[src/rtl/light_dance_pkg.sv]
// light_dance_pkg: shared state enumeration and pattern mode codes for the light dance sequencer.
package light_dance_pkg;
    typedef enum logic [1:0] {IDLE, RUN, CLEAR} state_t;
    localparam logic [1:0] MODE_ROL    = 2'b00;
    localparam logic [1:0] MODE_ROR    = 2'b01;
    localparam logic [1:0] MODE_BOUNCE = 2'b10;
    localparam logic [1:0] MODE_BLINK  = 2'b11;
endpackage

[src/rtl/ld_flop.sv]
// ld_flop: single-bit data flop with load enable, one per downstream LED.
module ld_flop (
    input  logic clk,
    input  logic arst,
    input  logic en,
    input  logic d,
    output logic q
);
    always_ff @(posedge clk or posedge arst)
        if (arst) q <= 1'b0;
        else if (en) q <= d;
endmodule

[src/rtl/tick_divider.sv]
// tick_divider: counts 0..period while enabled and flags the terminal count.
module tick_divider #(
    parameter int DIV_W = 4
) (
    input  logic             clk,
    input  logic             arst,
    input  logic             enable,
    input  logic [DIV_W-1:0] period,
    output logic             tick
);
    logic [DIV_W-1:0] cnt;
    assign tick = enable && (cnt == period);
    always_ff @(posedge clk or posedge arst)
        if (arst) cnt <= '0;
        else if (!enable || tick) cnt <= '0;
        else cnt <= cnt + 1'b1;
endmodule

[src/rtl/light_dance_seq.sv]
// light_dance_seq: steps an LED pattern through a bank of load-enabled flops,
// emitting only the bits that change on each step.
module light_dance_seq
    import light_dance_pkg::*;
#(
    parameter int WIDTH = 8,
    parameter int DIV_W = 4
) (
    input  logic             clk,
    input  logic             arst,
    input  logic             start,
    input  logic             stop,
    input  logic [1:0]       mode,
    input  logic [DIV_W-1:0] period,
    output logic [WIDTH-1:0] load,
    output logic [WIDTH-1:0] din,
    output logic [WIDTH-1:0] bank,
    output logic             running,
    output logic             step
);
    state_t           state;
    logic [WIDTH-1:0] pat, next, seed;
    logic [1:0]       cur_mode;
    logic             dir_right, next_dir, tick;

    tick_divider #(.DIV_W(DIV_W)) u_div (
        .clk(clk), .arst(arst), .enable(state == RUN), .period(period), .tick(tick)
    );

    always_comb begin
        seed     = (mode == MODE_BLINK) ? '1 : WIDTH'(1);
        // bounce reverses when the lit bit sits at the end it is heading toward
        next_dir = dir_right ? !pat[0] : pat[WIDTH-1];
        next     = (cur_mode == MODE_ROL) ? {pat[WIDTH-2:0], pat[WIDTH-1]} :
                   (cur_mode == MODE_ROR) ? {pat[0], pat[WIDTH-1:1]} :
                   (cur_mode == MODE_BOUNCE) ? (next_dir ? pat >> 1 : pat << 1) : ~pat;
    end

    always_ff @(posedge clk or posedge arst)
        if (arst) begin
            state     <= IDLE;
            pat       <= '0;
            dir_right <= 1'b0;
            cur_mode  <= MODE_ROL;
            load      <= '0;
            din       <= '0;
            step      <= 1'b0;
            running   <= 1'b0;
        end else begin
            load <= '0;
            din  <= '0;
            step <= 1'b0;
            case (state)
                IDLE: if (start && !stop) begin
                    state     <= RUN;
                    running   <= 1'b1;
                    pat       <= seed;
                    cur_mode  <= mode;
                    dir_right <= 1'b0;
                    load      <= '1;
                    din       <= seed;
                    step      <= 1'b1;
                end
                RUN: if (stop) begin
                    state   <= CLEAR;
                    running <= 1'b0;
                    pat     <= '0;
                    load    <= '1;
                    step    <= 1'b1;
                end else if (tick) begin
                    step <= 1'b1;
                    if (mode != cur_mode) begin
                        cur_mode  <= mode;
                        pat       <= seed;
                        dir_right <= 1'b0;
                        load      <= '1;
                        din       <= seed;
                    end else begin
                        pat       <= next;
                        dir_right <= next_dir;
                        load      <= pat ^ next;
                        din       <= next;
                    end
                end
                default: state <= IDLE;
            endcase
        end

    for (genvar g = 0; g < WIDTH; g++) begin : g_bank
        ld_flop u_flop (.clk(clk), .arst(arst), .en(load[g]), .d(din[g]), .q(bank[g]));
    end
endmodule

[config.mk]
export PLATFORM = sky130hd
export DESIGN_NAME = light_dance_seq
export DESIGN_NICKNAME = d
export VERILOG_FILES = /design/src/rtl/light_dance_pkg.sv /design/src/rtl/ld_flop.sv /design/src/rtl/tick_divider.sv /design/src/rtl/light_dance_seq.sv
export SDC_FILE = /design/constraint.sdc
export NUM_CORES = 1
export LEC_CHECK = 0
export CAP_MARGIN = 30
export CORE_AREA = 4 4 72 74
export DETAILED_ROUTE_END_ITERATION = 8
export DIE_AREA = 0 0 76 78
export GPL_ROUTABILITY_DRIVEN = 1
export PLACE_DENSITY = 0.78
export SETUP_SLACK_MARGIN = 0.4
export SYNTH_ARGS = -nofsm -noshare
export SYNTH_HDL_FRONTEND = slang
export SYNTH_SLANG_ARGS = --single-unit
[constraint.sdc]
create_clock -name clk -period 2.2 [get_ports clk]
set_input_delay 0.66 -clock clk [delete_from_list [all_inputs] [get_ports clk]]
set_output_delay 0.66 -clock clk [all_outputs]
set_load 0.005 [all_outputs]
### Yosys cells after proc, flatten, opt, wreduce, memory -nomap -nowiden

Cells that the tools add are included.

| storage, ports and cells | value |
|---|---|
| bits in writable memories | 0 |
| logic and storage cells | 87 |
| register bits after elaboration | 43 |
| memories | 0 |
| latch bits | 0 |
| bits in read-only memories | 0 |
| output and inout bits | 26 |

| cells by class | value |
|---|---|
| multiply operators | 0 |
| bitwise operators | 2 |
| reduce and logical (&&, ||, !) cells | 14 |
| shifts and indexed selects | 0 |
| order comparisons | 0 |
| divide/modulo/power cells | 0 |
| equality and inequality tests | 12 |
| add/sub/neg operators | 1 |
| multiplexer cells | 41 |

Operators by type and width:

| kind | number |
|---|---|
| 2-to-1 mux 8 bit | 16 |
| one-hot mux 8 bit (2 select lines) | 3 |
| 2-to-1 mux 2 bit | 6 |
| 2-to-1 mux 1 bit | 10 |
| inequality test 2 bit (second input constant) | 5 |
| NOT 8 bit | 1 |
| one-hot mux 2 bit (2 select lines) | 2 |
| XOR 8 bit | 1 |
| one-hot mux 1 bit (2 select lines) | 3 |
| AND reduction 3 bit | 2 |
| AND reduction 5 bit | 1 |
| adder 4 x 1 -> 4 bit (second input constant) | 1 |
| == test 2 x 1 -> 1 bit (second input constant) | 2 |
| == test 2 bit (second input constant) | 2 |
| == test 4 bit | 1 |
| zero test 2 bit | 2 |
| 2-to-1 mux 4 bit | 1 |
| AND reduction 4 bit | 1 |
| zero test 1 bit | 3 |
| inequality test 3 bit (second input constant) | 1 |
| logical AND 1 bit | 2 |
| inequality test 2 bit | 1 |
| AND reduction 2 bit | 1 |
| nonzero test 2 bit | 1 |
| logical OR 1 bit | 1 |

### Logic depth before layout (Yosys ltp)

Gate-level depths: netlist (run 1).

| depth | value |
|---|---|
| depth in word-level cells | 11 |
| mapped depth | 7 |
| gate-level depth less buffers | 5 |

### Cells and area by module

From an unflattened synthesis (run 1), not the netlist that was laid out.

| second synthesis, totals | value |
|---|---|
| cells, all modules | 266 |
| area total of the unflattened synthesis | 2568.7 sq um |

By module, submodules not included:

| module | cells an instance | times used | area each (sq um) |
|---|---|---|---|
| light_dance_seq | 222 | 1 | 1993.2 |
| ld_flop | 3 | 8 | 43.8 |
| tick_divider | 20 | 1 | 225.2 |

### Worst setup path before layout (run 1)

No wires, ideal clock.

| path | value |
|---|---|
| kind | input to register |
| from | in mode[0] |
| to | reg pat[3] |
| data arrival time | 1.828 ns |
| stages | 6 |
| buffers on the path | 1 |
| path slack | 0.306 ns |
| cell sequence | buf_6 -> or3_1 -> a221oi_2 -> o221ai_2 -> a41oi_2 -> a21o_1 |

| between the ends | value |
|---|---|
| word-level cells in the longest chain between the ends | 6 |
| elaborated cells between the ends (all ways) | 8 |
| those cells by class | eq/ne: 2; mux: 6 |

RTL lines:

| element | line | text |
|---|---|---|
| from (decl) | light_dance_seq.sv:13 | `input logic [1:0] mode,` |
| == test 2 bit | light_dance_seq.sv:31 | `seed = (mode == MODE_BLINK) ? '1 : WIDTH'(1);` |
| 2-to-1 mux 8 bit | light_dance_seq.sv:31 |  |
| 2-to-1 mux 8 bit | light_dance_seq.sv:72 | `if (mode != cur_mode) begin` |
| 2-to-1 mux 8 bit | light_dance_seq.sv:70 | `end else if (tick) begin` |
| 2-to-1 mux 8 bit | light_dance_seq.sv:64 | `RUN: if (stop) begin` |
| one-hot mux 8 bit (2 select lines) (*) | light_dance_seq.sv:53 | `case (state)` |
| to (signal assigned) | light_dance_seq.sv:79 | `pat <= next;` |
| to (decl) | light_dance_seq.sv:22 | `logic [WIDTH-1:0] pat, next, seed;` |

Every way passes the cells marked *; elsewhere a longest branch is shown, timed or not. The select of a mux whose other input is x is not followed.
A chain may end at the register's enable or synchronous reset.

### Worst setup path in the final report (run 1)

| path | value |
|---|---|
| from | reg step |
| to | out step |

RTL lines:

| element | line | text |
|---|---|---|
| from (decl) | light_dance_seq.sv:19 | `output logic step` |
| from (signal assigned) | light_dance_seq.sv:47 | `step <= 1'b0;` |
| from (signal assigned) | light_dance_seq.sv:52 | `step <= 1'b0;` |
| from (signal assigned) | light_dance_seq.sv:62 | `step <= 1'b1;` |

No word-level cell between the ends.

==> flow_metrics.tcl, run 1 <==
set metrics [dict create \
    status "finished, final reports clean" \
    cp_max_fo 1 \
    grt_max_degree 44 \
    routabilityCongestion 0.8791 \
    arrival_ns 1.11 \
    antenna_found_initial 0 \
    vias 1802 \
    yosys.cell_types.count 49 \
    wire_per_inst_um 16.28 \
    wl_um 5225 \
    viasPerCell 5.614 \
    synth_area_leaders "dfrtp_1 (45%), buf_4 (8.1%), mux2_2 (4.7%)" \
    drv_cap 0 \
    tightest_slew_ns 0.5527 \
    die_w_um 76 \
    io_pins 36 \
    slowest_stage "clkdlybuf4s50_1" \
    final_common_cell "dfrtp_1" \
    grt_pass1_wl_um 8514 \
    synth_ff_type "dfrtp_1" \
    ff2ff_path_depth 6 \
    power.density_nw_per_um2 790.1 \
    cp_cell_sequence "clkdlybuf4s50_1" \
    final_layout_size_suffix_gt1_share_pct 34.08 \
    die_y_um 78 \
    path_clk_slew_ns 0.08 \
    avgSynthCellArea_um2 10.69 \
    cp.required_ns 1.54 \
    antennaDiodeCount 0 \
    synth_top_cell_by_area "dfrtp_1" \
    core_area_um2 4598 \
    p_seq_share_pct 38.8 \
    end_kind "output pin" \
    cts_root_buf "clkbuf_8" \
    synth_edf_count 0 \
    p_sw_w 0.0007740 \
    cts_num_sinks 43 \
    period_needed_ns 1.767 \
    path_depth 1 \
    syn2layout_area_growth_pct 30.67 \
    finalClockSkew_ns 0.007241 \
    syn-num-nets 237 \
    critPathKind "reg -> out" \
    timing.hold.ws_ns 0.5021 \
    final_cell_mix "dfrtp_1 (39), buf_4 (30), dlygate4sd2_1 (25), a21oi_1 (13)" \
    hold_class "reg -> reg" \
    power_w 0.002493 \
    ant_nets 0 \
    ys_warn_count 0 \
    drcViolationCount 0 \
    finalCritPeriodShare_pct 80.32 \
    synth_top_area_share_pct 44.56 \
    cp_num_buf_inv 1 \
    synthCells 226 \
    critPathMaxStageDelay_ns 0.49 \
    cts_buffers 5 \
    power_frac_clock_pct 29.1 \
    async_flop_share_pct 100.0 \
    hold_viol 0 \
    post-route-util_pct 68.63 \
    grt_pass1_vias 1777 \
    p_comb_share_pct 32.1 \
    dp.cells 298 \
    first_iter_violations 99 \
    cts.htree.levels 2 \
    first_pass_iters 4 \
    cts_buffer_depth 2 \
    track_usage_pct 17.82 \
    synth-seq-cells 43 \
    rsz0062_at_grt "yes" \
    initial_core_util_pct 52.52 \
    max-vdd-ir-drop_v 0.0004087 \
    p_int_w 0.001719 \
    p_leak_nw 1.584 \
    slew_violations 0 \
    io_buffers 35 \
    p_sw_share_pct 31.04 \
    cts_tree "yes" \
    rows 25 \
    syn-cell-area_um2 2415 \
    r2r_slack_ns 0.45 \
    layout.cells.non_filler 321 \
    setup-violations-final 0 \
    die_area_um2 5928 \
    cp_top_family "buffers and inverters" \
    crit_path_start_kind "flip-flop" \
    maxClockFrequency_mhz 565.9 \
    slew_headroom_pct 63.15 \
    holdPathStages 1 \
    clock_latency_ns 0.30 \
    hpwl_um 3218 \
    grt-ovfl-total 0 \
    nNetsFinal 277 \
    ys_seq_area_share_pct 44.56 \
]
routing by layer:
layer | routed length [um] | global-route usage, % | share of wire (%) | vias to the layer above
met5 | 0 | 0 | 0 | -
met4 | 104 | 7.829 | 2.0 | 0
met3 | 192 | 3.248 | 3.7 | 9
met2 | 2625 | 28.42 | 50 | 47
met1 | 2303 | 23.65 | 44 | 899
li1 | - | - | - | 847
stage by stage:
stage | setup WS (ns) | TNS, ns | cell area, um2
after global placement | -0.1870 | -3.162 | 2716
after CTS | 0.4012 | 0 | 3057
after detailed placement | -0.2427 | -4.065 | 2716
after floorplan | 0.3475 | 0 | 2419
final | 0.4329 | 0 | 3156
after global routing | 0.3486 | 0 | 3156
path summary, 6_finish.rpt:
kind                                                  end                      startpoint
hold / removal             g_bank[1].u_flop.q$_DFFE_PP0P_  g_bank[1].u_flop.q$_DFFE_PP0P_
max in group asynchronous              pat[0]$_DFFE_PP0P_                            arst
hold reg to reg            g_bank[1].u_flop.q$_DFFE_PP0P_  g_bank[1].u_flop.q$_DFFE_PP0P_
setup / recovery                                     step                  step$_DFF_PP0_
min in group asynchronous          u_div.cnt[0]$_DFF_PP0_                            arst
setup reg to reg                        load[3]$_DFF_PP0_         cur_mode[1]$_DFFE_PP0P_
timing repair:
| item | in CTS | in global routing |
|---|---|---|
| pin swaps | 7 | 8 |
| buffers inserted | 13 | 2 |
| gates resized for setup | 62 | 28 |
| hold buffers | 0 | 0 |
| setup endpoints to repair | 52 | 21 |
| cloned | 0 | 0 |
synthesized netlist by cell type, drive strengths merged, types with 2 or more instances:
cell type / n
a211oi: 3
nand2b: 7
a41oi: 2
mux2i: 3
inv: 6
nand3: 3
o211a: 3
buf: 33
a21o: 8
o21ai: 9
nor2b: 8
o2bb2ai: 3
and2: 4
o31ai: 2
nand2: 9
nor2: 10
o21a: 2
a21oi: 18
mux2: 10
nor3b: 2
o221ai: 2
dfrtp: 43
xnor2: 4
xor2: 12
clkbuf: 3
logic make-up after synthesis:
logic type,count (synthesis),share of synthesized area (%)
AO/OA/AOI/OAI,63,20.31
AND/OR/NAND/NOR,48,11.24
multiplexers,13,5.907
flip-flops,43,44.56
adder cells (fa/ha/maj),1,0.5181
buffers and inverters,42,11.66
XOR/XNOR,16,5.803
state kept, by name, summed over array words and instances, names as in the netlist, 2 cells and up:
register / count
din: 8
state: 2
load: 8
cur_mode: 2
pat: 8
g_bank.u_flop.q: 8
u_div.cnt: 4
area by class of cell:
class / count / area (um2)
fillers: 366 / 1443
multi-input cells: 141 / 1257
flip-flops and latches: 43 / 1081
repair buffers: 69 / 590.6
clock buffers: 5 / 68.82
clock inverters: 3 / 67.56
well taps: 54 / 67.56
inverters: 6 / 22.52
power groups by stage:
stage / combinational [W] / sequential, W / clock, W
global route: 0.000867 / 0.000979 / 0.000776
detailed placement: 0.000621 / 0.000994 / 0
finish: 0.000800 / 0.000967 / 0.000727
floorplan: 0.000507 / 0.000926 / 0
CTS: 0.000721 / 0.000962 / 0.000745
global placement: 0.000608 / 0.000990 / 0
(Power assumes the default switching activity.)
==> inputs of run 2 (changes only) <==
Clock period 2.2 ns to 1.8 ns, I/O delays scaled along.
==> run 2 against run 1 <==
Cell area up 5.6%. Register-to-register slack worse by 0.39 ns. Setup slack got worse by 0.38 ns. Die area unchanged. Worst hold slack got worse by 0.0039 ns. Sequential power up 21%. Sequential share of layout area decreased by 1.7 points. Wire length rose by 16%. Non-clock buffer count up 31. Combinational power up 45%. Largest power group unchanged.
==> flow_metrics.tcl, run 2 (same netlist as run 1, synthesis figures left out) <==
set metrics [dict create \
    clock_latency_ns 0.30 \
    cts.htree.levels 2 \
    cts_num_sinks 43 \
    grt_max_degree 44 \
    wire_per_inst_um 17.22 \
    multi_input_area_um2 1336 \
    p_seq_share_pct 39.4 \
    ant_nets 0 \
    finalClockSkew_ns 0.003846 \
    slew_violations 0 \
    initial_core_util_pct 52.52 \
    final_common_cell "buf_4" \
    end_kind "flip-flop" \
    status "finished, final reports clean" \
    antennaDiodeCount 0 \
    period_needed_ns 1.743 \
    power_frac_clock_pct 21.6 \
    drcViolationCount 0 \
    slew_headroom_pct 64.83 \
    grt_pass1_wl_um 10010 \
    final.setup.worst_slack_ns 0.05679 \
    cts_root_buf "clkbuf_8" \
    final_layout_size_suffix_gt1_share_pct 57.72 \
    syn2layout_area_growth_pct 37.98 \
    crit_path_start_kind "flip-flop" \
    io_pins 36 \
    grt_pass1_vias 2024 \
    critPathKind "reg -> reg" \
    wl_um 6063 \
    first_iter_violations 127 \
    cts_buffers 5 \
    io_buffers 35 \
    cts_tree "yes" \
    rows 25 \
    antenna_found_initial 0 \
    hold_class "reg -> reg" \
    dpl_cell_area_um2 2841 \
    finalCritPeriodShare_pct 96.85 \
    dpl_worst_slack_ns -0.5327 \
    die_w_um 76 \
    die_area_um2 5928 \
    final_cell_mix "buf_4 (55), dfrtp_1 (37), buf_2 (32), a21oi_2 (11), nor2_1 (9)" \
    first_pass_iters 4 \
    cp_max_fo 7 \
    post-route-util_pct 72.46 \
    p_sw_w 0.001033 \
    p_sw_share_pct 34.86 \
    p_comb_share_pct 39.1 \
    cp.required_ns 2.05 \
    max-vdd-ir-drop_v 0.0004194 \
    hpwl_um 3406 \
    drv_cap 0 \
    power.density_nw_per_um2 888.9 \
    num-fill-cells 317 \
    nNetsFinal 308 \
    viasPerCell 5.580 \
    power_w 0.002962 \
    tightest_slew_ns 0.5265 \
    die_y_um 78 \
    setup-violations-final 0 \
    routabilityCongestion 0.8376 \
    maxClockFrequency_mhz 573.7 \
    rsz0062_at_grt "yes" \
    p_int_w 0.001929 \
    fin_area_um2 3332 \
    hold_viol 0 \
    hold_buffers 0 \
    arrival_ns 1.99 \
    track_usage_pct 21.02 \
    grt-ovfl-total 0 \
    seqCellArea_um2 1084 \
    path_clk_slew_ns 0.09 \
    cts_buffer_depth 2 \
    vias 1964 \
    p_leak_nw 1.652 \
    core_area_um2 4598 \
]
==> run 2: cell types whose count changed in the layout (fill, tap and decap cells not counted), moves of 3 or more <==
cell,previous run,this run
a21oi_1,13,6
buf_6,5,8
a21oi_4,4,1
buf_2,0,32
buf_4,30,55
dlygate4sd2_1,25,1
a21oi_2,1,11
nor2b_1,6,3
clkbuf_2,3,0
==> run 2: power groups by stage <==
stage	Clock [W]	Sequential [W]	Combinational (W)
5_1_grt	0.000703	0.00118	0.00125
4_1_cts	0.000652	0.00116	0.00102
6_report	0.000639	0.00117	0.00116
3_5_place_dp	0	0.00119	0.000855
2_1_floorplan	0	0.00113	0.000620
3_3_place_gp	0	0.00118	0.000838
==> run 2: what timing repair did <==
action                                  CTS  global route
buffers inserted                         23            10
endpoints found under the setup margin   59            35
pin swaps                                16             8
gates cloned                              1             0
gates resized for setup                 172            25
==> run 2: worst max-delay path: stages, from the launching register on <==
cell,delay (ns)
dfrtp_2,0.45
or3_1,0.37
a221oi_2,0.32
o221ai_4,0.22
a41oi_2,0.23
a21o_1,0.10
==> run 2: layout make-up <==
| class | count | share of cell area, % |
|---|---|---|
| repair buffers | 100 | 21.78 |
| flip-flops and latches | 43 | 32.52 |
| clock buffers | 5 | 2.065 |
| well taps | 54 | 2.028 |
| inverters | 6 | 0.7886 |
| clock inverters | 3 | 0.7135 |
| multi-input cells | 141 | 40.11 |
==> run 2: path summary, 6_finish.rpt <==
check                                              from                        endpoint  slack [ns]  cells past startpoint
worst max-delay path            cur_mode[0]$_DFFE_PP0P_              pat[3]$_DFFE_PP0P_        0.06                      5
worst min register to register         din[1]$_DFF_PP0_  g_bank[1].u_flop.q$_DFFE_PP0P_        0.50                      1
min in group asynchronous                          arst  g_bank[0].u_flop.q$_DFFE_PP0P_        0.63                      3
max in group asynchronous                          arst         cur_mode[0]$_DFFE_PP0P_        0.96                      3
worst max register to register  cur_mode[0]$_DFFE_PP0P_              pat[3]$_DFFE_PP0P_        0.06                      5
worst min-delay path                   din[1]$_DFF_PP0_  g_bank[1].u_flop.q$_DFFE_PP0P_        0.50                      1
==> run 2: stage by stage <==
step	TNS [ns]	hold slack (ns)	std cells
floorplan	0	0.4704	226
global placement	-12.50	0.4882	310
detailed placement	-13.02	0.4902	310
CTS	0	0.4987	342
global route	0	0.5234	352
finish	0	0.4983	352
==> run 2: metal layers <==
layer	vias to the layer above	GRT usage, %	share of wire (%)
met3	16	4.640	5.8
met5	-	0	0
met1	975	24.83	40
li1	907	-	-
met2	66	37.59	52
met4	0	6.762	2.1
==> RTL change (config.mk and constraints of run 2) <==
The 3 states of `state_t` get a one-hot encoding in 3 bits.
--- a/src/rtl/light_dance_pkg.sv
+++ b/src/rtl/light_dance_pkg.sv
@@ -1,6 +1,6 @@
 // light_dance_pkg: shared state enumeration and pattern mode codes for the light dance sequencer.
 package light_dance_pkg;
-    typedef enum logic [1:0] {IDLE, RUN, CLEAR} state_t;
+    typedef enum logic [2:0] {IDLE = 3'b001, RUN = 3'b010, CLEAR = 3'b100} state_t;
     localparam logic [1:0] MODE_ROL    = 2'b00;
     localparam logic [1:0] MODE_ROR    = 2'b01;
     localparam logic [1:0] MODE_BOUNCE = 2'b10;
Behaviour: same outputs for any inputs over 10 cycles, from zero or initial values and one cycle with arst high; not proved beyond that.
==> RTL change against run 2 <==
Worst setup slack gained 0.090 ns; area after synthesis grew 1.1%; wire length shrank 4.0%; cell area shrank 3.0%; count of clock-buffer cells in the layout grew 1; total power grew 11%; sequential cell count grew 1; non-clock buffer count shrank 16; critical path type unchanged.
==> RTL change: results (changes against run 2) <==
| Metric | Value |
|---|---|
| Syn Nets | `255 (was 237)` |
| Drt via density | `5.69 (was 5.58)` |
| Post-DR wirelength/cell | `16.3 µm (was 17.2 µm)` |
| Synth area leaders | `dfrtp_1 44%, buf_4 8.3%, xnor2_1 3.9% (was dfrtp_1 45%, buf_4 8.1%, mux2_2 4.7%)` |
| Final WL | `5.82 mm (was 6.06 mm)` |
| First-pass GRT wire length | `9.79 mm (was 10.0 mm)` |
| Count of cell types in the netlist | `53 (was 49)` |
| Most used cell, CP | `buf_6` |
| Leak | `1.50 nW (was 1.65 nW)` |
| Vias in the first global route | `2108 (was 2024)` |
| Largest net degree at the start of global routing | `18 (was 44)` |
| Initial antenna violation count | `0 (unchanged)` |
| Status | `finished clean (unchanged)` |
| Arrival time worst endpoint | `1.86 ns (was 1.99 ns)` |
| Commonest cells post-synth | `43 x dfrtp_1, 27 x buf_4, 24 x nor2_1 (was 43 x dfrtp_1, 26 x buf_4, 18 x a21oi_1)` |
| Crit-path slowest cell | `or3b_4 (was dfrtp_2)` |
| Post-DP Area | `2960 µm² (was 2840 µm²)` |
| Post-DP HPWL | `3.71 mm (was 3.41 mm)` |
| Total CTS buffers | `5 (unchanged)` |
| RePlAce Congestion | `0.886 (was 0.838)` |
| Final core area utilization | `0.703 (was 0.725)` |
| Violation count after the first detailed-routing iteration | `170 (was 127)` |
| Share of layout cells above drive strength 1 | `0.493 (was 0.577)` |
| Layout Skew | `0.0127 ns (was 0.00385 ns)` |
| Final #Nets | `315 (was 308)` |
| Post-place setup slack | `-0.384 ns (was -0.533 ns)` |
| Critical path's largest stage delay | `0.41 ns (was 0.45 ns)` |
| Seq/Total Area, Yosys | `0.451 (was 0.446)` |
| Yosys warning count | `0 (unchanged)` |
| Fillers | `336 (was 317)` |
| All-Layer GR Usage | `0.205 (was 0.210)` |
| Peak supply drop | `0.626 mV (was 0.419 mV)` |
| PortBufs | `35 (unchanged)` |
| Worst Tran Pin Value | `0.491 ns (was 0.526 ns)` |
| DP Cell Count | `331 (was 310)` |
-- RTL change: changes by cell type after synthesis, sizes merged, moves of 6 or more --
cell    before  now
xor2        12    4
nand2        9   16
o21ai        9   15
nor2        10   24
o211ai       1    7
xnor2        4   11
a21o         8    1
-- RTL change: timing repair --
| action | in CTS | in global routing |
|---|---|---|
| resized for setup | 147 | 24 |
| gates cloned | 1 | 0 |
| endpoints found under the setup margin | 60 | 29 |
| pin swaps | 18 | 12 |
| buffers inserted | 15 | 4 |
-- RTL change: cell type report --
cell class	count	area share
clock buffers	6	0.0224
clock inverters	1	0.00155
inverters	7	0.00929
multi-input cells	162	0.402
flip-flops and latches	44	0.343
well taps	54	0.0209
repair buffers	84	0.200
-- RTL change: routing by layer --
layer,wire length (µm),vias to the layer above,GRT usage
met1,2330,988,0.241
met4,179,0,0.107
met3,288,22,0.0441
li1,-,950,-
met2,3020,77,0.350
met5,0,-,0
-- RTL change: cell families (layout without fill, tap and decap cells) --
| group | after synthesis | in the layout | share of synthesized area |
|---|---|---|---|
| AOI/OAI and AO/OA | 59 | 60 | 0.163 |
| xor gates and xnor gates | 15 | 15 | 0.0538 |
| adders and majority gates | 1 | 1 | 0.00512 |
| buffers and inverters | 39 | 98 | 0.104 |
| DFF | 44 | 44 | 0.451 |
| muxes | 11 | 11 | 0.0502 |
| and+or+nand+nor | 75 | 75 | 0.172 |
-- RTL change: per-stage QoR --
step           total power, mW  setup TNS [ns]
3_5_place_dp              2.44           -8.70
3_3_place_gp              2.41           -7.85
5_1_grt                   3.48               0
4_1_cts                   3.11               0
2_1_floorplan             2.08               0
6_report                  3.28               0
-- RTL change: report_power, final --
group / internal [mW] / leakage, nW / total (mW) / switching [mW]
sequential: 1.12 / 0.571 / 1.29 / 0.169
combinational: 0.695 / 0.890 / 1.41 / 0.714
clock: 0.264 / 0.0410 / 0.585 / 0.320
-- RTL change: final timing paths --
path	depth (start not counted)	slack (ns)	end	start
min in group asynchronous	2	0.56	u_div.cnt[0]	arst
max in group asynchronous	3	0.85	pat[7]	arst
max	6	0.15	pat[1]	state[2]
min reg2reg	2	0.49	running	running
min	2	0.49	running	running
max reg2reg	6	0.15	pat[1]	state[2]
-- RTL change: critical path: cells and delay by family (launching register included) --
kind                   cells  cell delay [ns]
AO/OA/AOI/OAI              2             0.33
AND/OR/NAND/NOR            1             0.41
buffers and inverters      3             0.44
flip-flops                 1             0.40
